## config.mk

```make
export PLATFORM = sky130hd
export DESIGN_NAME = mem_access_stage
export DESIGN_NICKNAME = d
export VERILOG_FILES = /design/src/rtl/mem_access_stage.sv
export SDC_FILE = /design/constraint.sdc
export NUM_CORES = 1
export LEC_CHECK = 0
export CAP_MARGIN = 0
export CORE_MARGIN = 2
export CORE_UTILIZATION = 42
export DETAILED_ROUTE_END_ITERATION = 7
export MAX_ROUTING_LAYER = met4
export PLACE_DENSITY_LB_ADDON = 0.3
export SYNTH_ARGS = -nofsm -noshare
export SYNTH_HDL_FRONTEND = slang
export SYNTH_SLANG_ARGS = --single-unit
```

## constraint.sdc

```tcl
create_clock -name clk -period 2.2 [get_ports clk]
set_input_delay 0.44 -clock clk [delete_from_list [all_inputs] [get_ports clk]]
set_output_delay 0.44 -clock clk [all_outputs]
set_load 0.01 [all_outputs]
```

## src/rtl/mem_access_stage.sv

```systemverilog
// Memory-access stage: turns EX ld/st/wb commands into single-outstanding dmem bus cycles and RF writebacks.
// Latency: ALU writeback 1 cycle; load writeback 1 cycle after dmem_ack; exceptions pulse 1 cycle after command.
// Backpressure: stall_ma holds EX while a bus access is open; commands arriving while busy are dropped and flag overrun_err.
module mem_access_stage #(
    parameter int unsigned ACK_TIMEOUT = 255
) (
    input  logic        clk,
    input  logic        rst,
    input  logic        cmd_ld_ma,
    input  logic        cmd_st_ma,
    input  logic        wbk_rd_reg_ma,
    input  logic [4:0]  rd_adr_ma,
    input  logic [31:0] rd_data_ma,
    input  logic [31:0] st_data_ma,
    input  logic [2:0]  ldst_code_ma,
    output logic        dmem_req,
    output logic        dmem_we,
    output logic [29:0] dmem_adr,
    output logic [3:0]  dmem_be,
    output logic [31:0] dmem_wdata,
    input  logic        dmem_ack,
    input  logic [31:0] dmem_rdata,
    output logic        stall_ma,
    output logic        wbk_rd_reg_wb,
    output logic [4:0]  rd_adr_wb,
    output logic [31:0] rd_data_wb,
    output logic        misalign_exc,
    output logic        bus_err,
    output logic [31:0] fault_adr,
    output logic        overrun_err
);
    localparam int unsigned CNT_W = (ACK_TIMEOUT < 2) ? 1 : $clog2(ACK_TIMEOUT + 1);

    typedef enum logic {S_IDLE = 1'b0, S_BUS = 1'b1} state_t;

    state_t            state_q, state_d;
    logic [CNT_W-1:0]  cnt_q, cnt_d;
    logic              req_q, req_d, we_q, we_d;
    logic [29:0]       adr_q, adr_d;
    logic [1:0]        lo_q, lo_d;
    logic [3:0]        be_q, be_d;
    logic [31:0]       wdata_q, wdata_d;
    logic [2:0]        code_q, code_d;
    logic [4:0]        rd_q, rd_d;
    logic              wbk_q, wbk_d;
    logic              wb_q, wb_d;
    logic [4:0]        rd_wb_q, rd_wb_d;
    logic [31:0]       data_wb_q, data_wb_d;
    logic              mis_q, mis_d, berr_q, berr_d;
    logic [31:0]       fault_q, fault_d;
    logic              ovr_q, ovr_d;
    logic              ld_done_q, ld_done_d;

    logic              is_ldst, cmd_any, code_ok, align_ok, legal, accept, tmo_hit;
    logic [3:0]        be_calc;
    logic [31:0]       wdata_calc, ld_val;
    logic [7:0]        ld_byte;
    logic [15:0]       ld_half;
    logic [CNT_W-1:0]  cnt_inc;

    // Decode the incoming command: legality, byte enables and replicated store data
    always_comb begin
        is_ldst    = cmd_ld_ma | cmd_st_ma;
        cmd_any    = is_ldst | wbk_rd_reg_ma;
        code_ok    = 1'b0;
        align_ok   = 1'b0;
        be_calc    = 4'b1111;
        wdata_calc = st_data_ma;
        case (ldst_code_ma)
            3'b000, 3'b001, 3'b010: code_ok = 1'b1;
            3'b100, 3'b101:         code_ok = cmd_ld_ma;   // unsigned widths exist for loads only
            default:                code_ok = 1'b0;
        endcase
        case (ldst_code_ma[1:0])
            2'b00: begin
                align_ok   = 1'b1;
                be_calc    = 4'b0001 << rd_data_ma[1:0];
                wdata_calc = {4{st_data_ma[7:0]}};
            end
            2'b01: begin
                align_ok   = ~rd_data_ma[0];
                be_calc    = rd_data_ma[1] ? 4'b1100 : 4'b0011;
                wdata_calc = {2{st_data_ma[15:0]}};
            end
            2'b10:   align_ok = (rd_data_ma[1:0] == 2'b00);
            default: align_ok = 1'b0;
        endcase
        legal = code_ok & align_ok;
    end

    // Select the addressed lane of the read data and extend it to 32 bits
    always_comb begin
        ld_half = lo_q[1] ? dmem_rdata[31:16] : dmem_rdata[15:0];
        case (lo_q)
            2'd0:    ld_byte = dmem_rdata[7:0];
            2'd1:    ld_byte = dmem_rdata[15:8];
            2'd2:    ld_byte = dmem_rdata[23:16];
            default: ld_byte = dmem_rdata[31:24];
        endcase
        case (code_q[1:0])
            2'b00:   ld_val = code_q[2] ? {24'd0, ld_byte} : {{24{ld_byte[7]}}, ld_byte};
            2'b01:   ld_val = code_q[2] ? {16'd0, ld_half} : {{16{ld_half[15]}}, ld_half};
            default: ld_val = dmem_rdata;
        endcase
    end

    assign stall_ma = (state_q == S_BUS) | ((state_q == S_IDLE) & is_ldst & legal);
    // The cycle a load result leaves the stage is still busy for new commands
    assign accept   = (state_q == S_IDLE) & ~ld_done_q;
    assign cnt_inc  = cnt_q + 1'b1;
    assign tmo_hit  = (ACK_TIMEOUT != 0) && (cnt_inc == CNT_W'(ACK_TIMEOUT));

    // Next-state: command acceptance in IDLE, ack/timeout handling in BUS
    always_comb begin
        state_d   = state_q;
        cnt_d     = cnt_q;
        req_d     = req_q;
        we_d      = we_q;
        adr_d     = adr_q;
        lo_d      = lo_q;
        be_d      = be_q;
        wdata_d   = wdata_q;
        code_d    = code_q;
        rd_d      = rd_q;
        wbk_d     = wbk_q;
        wb_d      = 1'b0;
        rd_wb_d   = rd_wb_q;
        data_wb_d = data_wb_q;
        mis_d     = 1'b0;
        berr_d    = 1'b0;
        fault_d   = fault_q;
        ld_done_d = 1'b0;
        // Sticky: command while busy, or a store colliding with a load
        ovr_d     = ovr_q | (cmd_any & ~accept) | (accept & cmd_ld_ma & cmd_st_ma);
        case (state_q)
            S_IDLE: begin
                if (accept && cmd_any) begin
                    if (is_ldst) begin
                        if (legal) begin
                            state_d = S_BUS;
                            cnt_d   = '0;
                            req_d   = 1'b1;
                            we_d    = ~cmd_ld_ma;
                            adr_d   = rd_data_ma[31:2];
                            lo_d    = rd_data_ma[1:0];
                            be_d    = be_calc;
                            wdata_d = wdata_calc;
                            code_d  = ldst_code_ma;
                            rd_d    = rd_adr_ma;
                            wbk_d   = wbk_rd_reg_ma;
                        end else begin
                            mis_d   = 1'b1;
                            fault_d = rd_data_ma;
                        end
                    end else begin
                        wb_d      = (rd_adr_ma != 5'd0);
                        rd_wb_d   = rd_adr_ma;
                        data_wb_d = rd_data_ma;
                    end
                end
            end
            S_BUS: begin
                if (dmem_ack) begin
                    state_d = S_IDLE;
                    req_d   = 1'b0;
                    if (!we_q) begin
                        wb_d      = wbk_q & (rd_q != 5'd0);
                        rd_wb_d   = rd_q;
                        data_wb_d = ld_val;
                        ld_done_d = 1'b1;
                    end
                end else if (tmo_hit) begin
                    state_d = S_IDLE;
                    req_d   = 1'b0;
                    berr_d  = 1'b1;
                    fault_d = {adr_q, lo_q};
                end else begin
                    cnt_d = cnt_inc;
                end
            end
            default: state_d = S_IDLE;
        endcase
    end

    // State and registered outputs; reset clears everything including an open access
    always_ff @(posedge clk) begin
        if (rst) begin
            state_q   <= S_IDLE;
            cnt_q     <= '0;
            req_q     <= 1'b0;
            we_q      <= 1'b0;
            adr_q     <= '0;
            lo_q      <= '0;
            be_q      <= '0;
            wdata_q   <= '0;
            code_q    <= '0;
            rd_q      <= '0;
            wbk_q     <= 1'b0;
            wb_q      <= 1'b0;
            rd_wb_q   <= '0;
            data_wb_q <= '0;
            mis_q     <= 1'b0;
            berr_q    <= 1'b0;
            fault_q   <= '0;
            ovr_q     <= 1'b0;
            ld_done_q <= 1'b0;
        end else begin
            state_q   <= state_d;
            cnt_q     <= cnt_d;
            req_q     <= req_d;
            we_q      <= we_d;
            adr_q     <= adr_d;
            lo_q      <= lo_d;
            be_q      <= be_d;
            wdata_q   <= wdata_d;
            code_q    <= code_d;
            rd_q      <= rd_d;
            wbk_q     <= wbk_d;
            wb_q      <= wb_d;
            rd_wb_q   <= rd_wb_d;
            data_wb_q <= data_wb_d;
            mis_q     <= mis_d;
            berr_q    <= berr_d;
            fault_q   <= fault_d;
            ovr_q     <= ovr_d;
            ld_done_q <= ld_done_d;
        end
    end

    assign dmem_req      = req_q;
    assign dmem_we       = we_q;
    assign dmem_adr      = adr_q;
    assign dmem_be       = be_q;
    assign dmem_wdata    = wdata_q;
    assign wbk_rd_reg_wb = wb_q;
    assign rd_adr_wb     = rd_wb_q;
    assign rd_data_wb    = data_wb_q;
    assign misalign_exc  = mis_q;
    assign bus_err       = berr_q;
    assign fault_adr     = fault_q;
    assign overrun_err   = ovr_q;
endmodule

```

==> summary.txt <==
Setup path
  • R2R setup slack: 0.03 ns
  • CP Buf/Inv Count: 1
  • Sequence of cells on the critical path: nand2_2 > or4_4 > a311oi_4 > a32oi_4 > clkbuf_16 > mux2_4
  • Cell family with most CP delay: compound AO/OA/AOI/OAI gates
  • Largest stage delay, worst path: 0.49 ns
  • FF-to-FF End: fault_adr[26]$_SDFFE_PP0P_
  • Kind of critical path: reg2reg
  • Required @ worst endpoint: 2.52 ns
  • Crit path capture type: flip-flop
  • CP max-delay cell: or4_4
  • WP data arrival: 2.49 ns
  • Startpoint types: flip-flop
  • Critical R2R Launch: cnt_q[1]$_SDFFE_PP0P_
  • Path depth of the worst reg2reg path: 6
  • Max FO, Critical Path: 8

Floorplanning
  • Number of I/O pins: 252
  • Die X: ~140 um
  • Row cnt: a little under 50
  • Die H: ~140 um
  • Starting Density: 43.06%
  • Die area: around 20000 um^2
  • Core Box Area: around 18000 um^2

Final layout
  • Non-Filler Instances: 1432
  • Nets: 1301
  • Area grow syn2layout: 47.96%
  • Share of cells above drive strength 1: about an eighth

STA
  • Worst Hold Margin: 0.4464 ns
  • Max Clock Freq: 0.4605 GHz
  • Final setup fails: 0
  • Hold Vio Cnt, Final: 0
  • Final Max Slew Viols: 0
  • Relative slew slack: 35.88%
  • Transition time of the tightest slew-check pin: 0.9618 ns
  • Skew final: 0.009977 ns
  • Period utilisation layout: between 90% and 100%
  • Final min period: 2.171 ns
  • RSZ-0062 raised after global routing: true

Clocking
  • H-tree Lvls: 4
  • Worst skew pair latency: 0.43 ns
  • Clk buf depth: 2
  • CTS Buf Count: 17
  • Clock slew seen by the registers of the worst setup and hold paths: approximately 0.070 ns
  • Root Driver: clkbuf_16
  • CTS tree: built
  • Cts hold-fix bufs: 0
  • Sink Count: 162

Placed design
  • Port buffer count: 251
  • Detailed-placement wirelength estimate: 18.72 mm
  • GP Congestion: 0.9088
  • Placed cells: 1396

Routing
  • WL/cell: 18.42 um
  • Routed WL: approximately 26 mm
  • Antenna viol nets, final: 0
  • # DRC: 0
  • Vias: 7803
  • Vias per inst: 5.449
  • DR iter-0 viols: 502
  • DRT Pass-1 Iters: 5

Min path
  • Hold WC Path Type: reg2reg
  • Startpoint of the worst hold path: overrun_err$_SDFF_PP0_
  • Hold Path Cell Cnt: 2
  • Worst hold endpoint: overrun_err$_SDFF_PP0_

Logic synthesis
  • Commonest cells post-synth: 172 x nand2_1, 162 x dfxtp_1, 104 x a21oi_1
  • Syn Std Cell Area: 7761 um^2
  • FF+latch count, synth: 162
  • Number of flops mapped to enable cells by yosys: 0
  • Synth top area cells: dfxtp_1 42%, nand2_1 8.3%, a21oi_1 6.7%
  • Number of synthesis warnings: 0
  • Synth Flop Type: dfxtp_1
  • Avg Cell Area, Syn: 8.301 um^2
  • Most common cell in the netlist: nand2_1
  • Syn Inst Count: just over 900
  • Synth unique cells: 48
  • Leading area contributor after synthesis: dfxtp_1
  • Async S/R FF share, synth: 0%
  • Sequential fraction of the synthesis area: 41.79%
  • Synth top area share: 41.79%
  • Post-Syn Nets: around 1000

Global routing
  • Total track usage: 26.74%
  • First-pass GRT wire length: 40.33 mm
  • GRT overflow: 0
  • Initial antenna violation count: 1
  • Vias in the first global route: 7475
  • Largest net degree at the start of global routing: ~130

Status
  • Status: finished, final reports clean

Power and ir drop
  • Peak supply drop: 601.2 uV
  • NetSw: 2280 uW
  • Power share of the clock group: 35.8%
  • Reg power frac: 41.2%
  • Internal power: 5672 uW
  • Leak pwr: ~0.0042 uW
  • Switch share: between 20% and 30%
  • Power Density: 692.5 nW/um^2
  • Combinational share of power: 23.0%

Flow run
  • Max-cap violations: 0
sequential cells by signal, indices dropped and copies added, names as in the netlist, 2 cells and up:
| register | flops |
|---|---|
| dmem_wdata | 32 |
| cnt_q | 8 |
| lo_q | 2 |
| rd_data_wb | 32 |
| fault_adr | 32 |
| rd_q | 5 |
| code_q | 3 |
| dmem_adr | 30 |
| rd_adr_wb | 5 |
| dmem_be | 4 |
per-stage QoR:
step           setup slack, ns  utilization, %  total power, uW  instance area (um^2)  setup TNS, ns
6_report               0.02855           63.71             7952                 11480              0
3_3_place_gp           -0.5394           59.88             5098                 10790         -55.08
2_1_floorplan          0.03306               -             4179                  7761              0
4_1_cts               0.008654           63.09             7966                 11370              0
5_1_grt               -0.02872           63.71             8267                 11480        -0.4585
3_5_place_dp           -0.5769           59.88             5124                 10790         -51.70
layer usage:
layer  routed length, um  GRT usage (%)  up-vias
met5                   0              -        -
met4                 634          7.842        0
met3                2192          7.521       40
met2               12390          43.36      318
met1               11150          32.60     3652
li1                    -              -     3793
layout by cell type (no fill, tap or decap), types with 3 or more instances in the layout:
cell type          n
a21oi_1          102
o21bai_1           3
buf_6              3
nand2b_1           3
nand3_1            7
o211ai_1          14
or4_1              5
a21o_1             7
mux2_4            30
a22o_1             9
nand2_1          171
clkdlybuf4s50_1  245
mux2i_1           46
o221ai_1          15
dfxtp_4            3
buf_12             6
a221oi_1          16
a311oi_1          12
clkinvlp_4         7
inv_1              5
buf_4             54
nor3_1            14
dfxtp_1          159
dlygate4sd2_1      5
nor2_1            90
nor2b_1           49
clkbuf_16         19
inv_6              4
a211oi_1          24
o21ai_0           31
worst max-delay path by stage:
stage,startpoint,to,slack [ns],cells after the start
after floorplan,cnt_q[1]$_SDFFE_PP0P_,fault_adr[10]$_SDFFE_PP0P_,0.03,6
after global routing,cnt_q[0]$_SDFFE_PP0P_,fault_adr[20]$_SDFFE_PP0P_,-0.03,8
after CTS,cnt_q[1]$_SDFFE_PP0P_,fault_adr[16]$_SDFFE_PP0P_,0.009,6
final,cnt_q[1]$_SDFFE_PP0P_,fault_adr[26]$_SDFFE_PP0P_,0.03,6
after detailed placement,dmem_rdata[23],rd_data_wb[31]$_SDFFE_PP0P_,-0.58,6
after global placement,dmem_rdata[23],rd_data_wb[31]$_SDFFE_PP0P_,-0.54,6
power by group through the flow:
stage | clock (uW) | sequential [uW] | combinational (uW)
final | 2850 | 3270 | 1830
after global routing | 3000 | 3300 | 1970
after CTS | 2890 | 3270 | 1800
after detailed placement | 0 | 3340 | 1790
after global placement | 0 | 3330 | 1760
after floorplan | 0 | 3400 | 775
what timing repair did:
item / in CTS / in global routing
resized for setup: 10 / 16
endpoints found under the setup margin: 22 / 51
pin swaps: 1 / 4
cloned: 0 / 2
buffers inserted: 0 / 1
cell type report:
class	count	area, um^2
multi-input cells	685	4244
repair buffers	315	3105
flip-flops and latches	162	3254
inverters	8	30.03
diodes	1	2.502
clock inverters	14	131.4
fillers	1560	6541
clock buffers	18	429.2
well taps	229	286.5
cells by family (layout without fill, tap and decap cells):
group | Yosys count | in the layout | synth area share (%)
buf+inv | 88 | 355 | 4.594
simple gates | 357 | 357 | 20.18
mux | 79 | 79 | 12.32
flops | 162 | 162 | 41.79
xor+xnor | 2 | 2 | 0.2257
compound gates | 245 | 245 | 20.57
fa+ha+maj | 2 | 2 | 0.3224
other cells | 0 | 1 | 0
worst register-to-register path, delay by kind of cell, from the launching register on:
| kind | cells | cell delay [ns] |
|---|---|---|
| AOI/OAI and AO/OA | 2 | 0.58 |
| DFF | 1 | 0.37 |
| buffers and inverters | 1 | 0.28 |
| and+or+nand+nor | 2 | 0.55 |
| muxes | 1 | 0.30 |
Power figures use the tool's default switching activity.
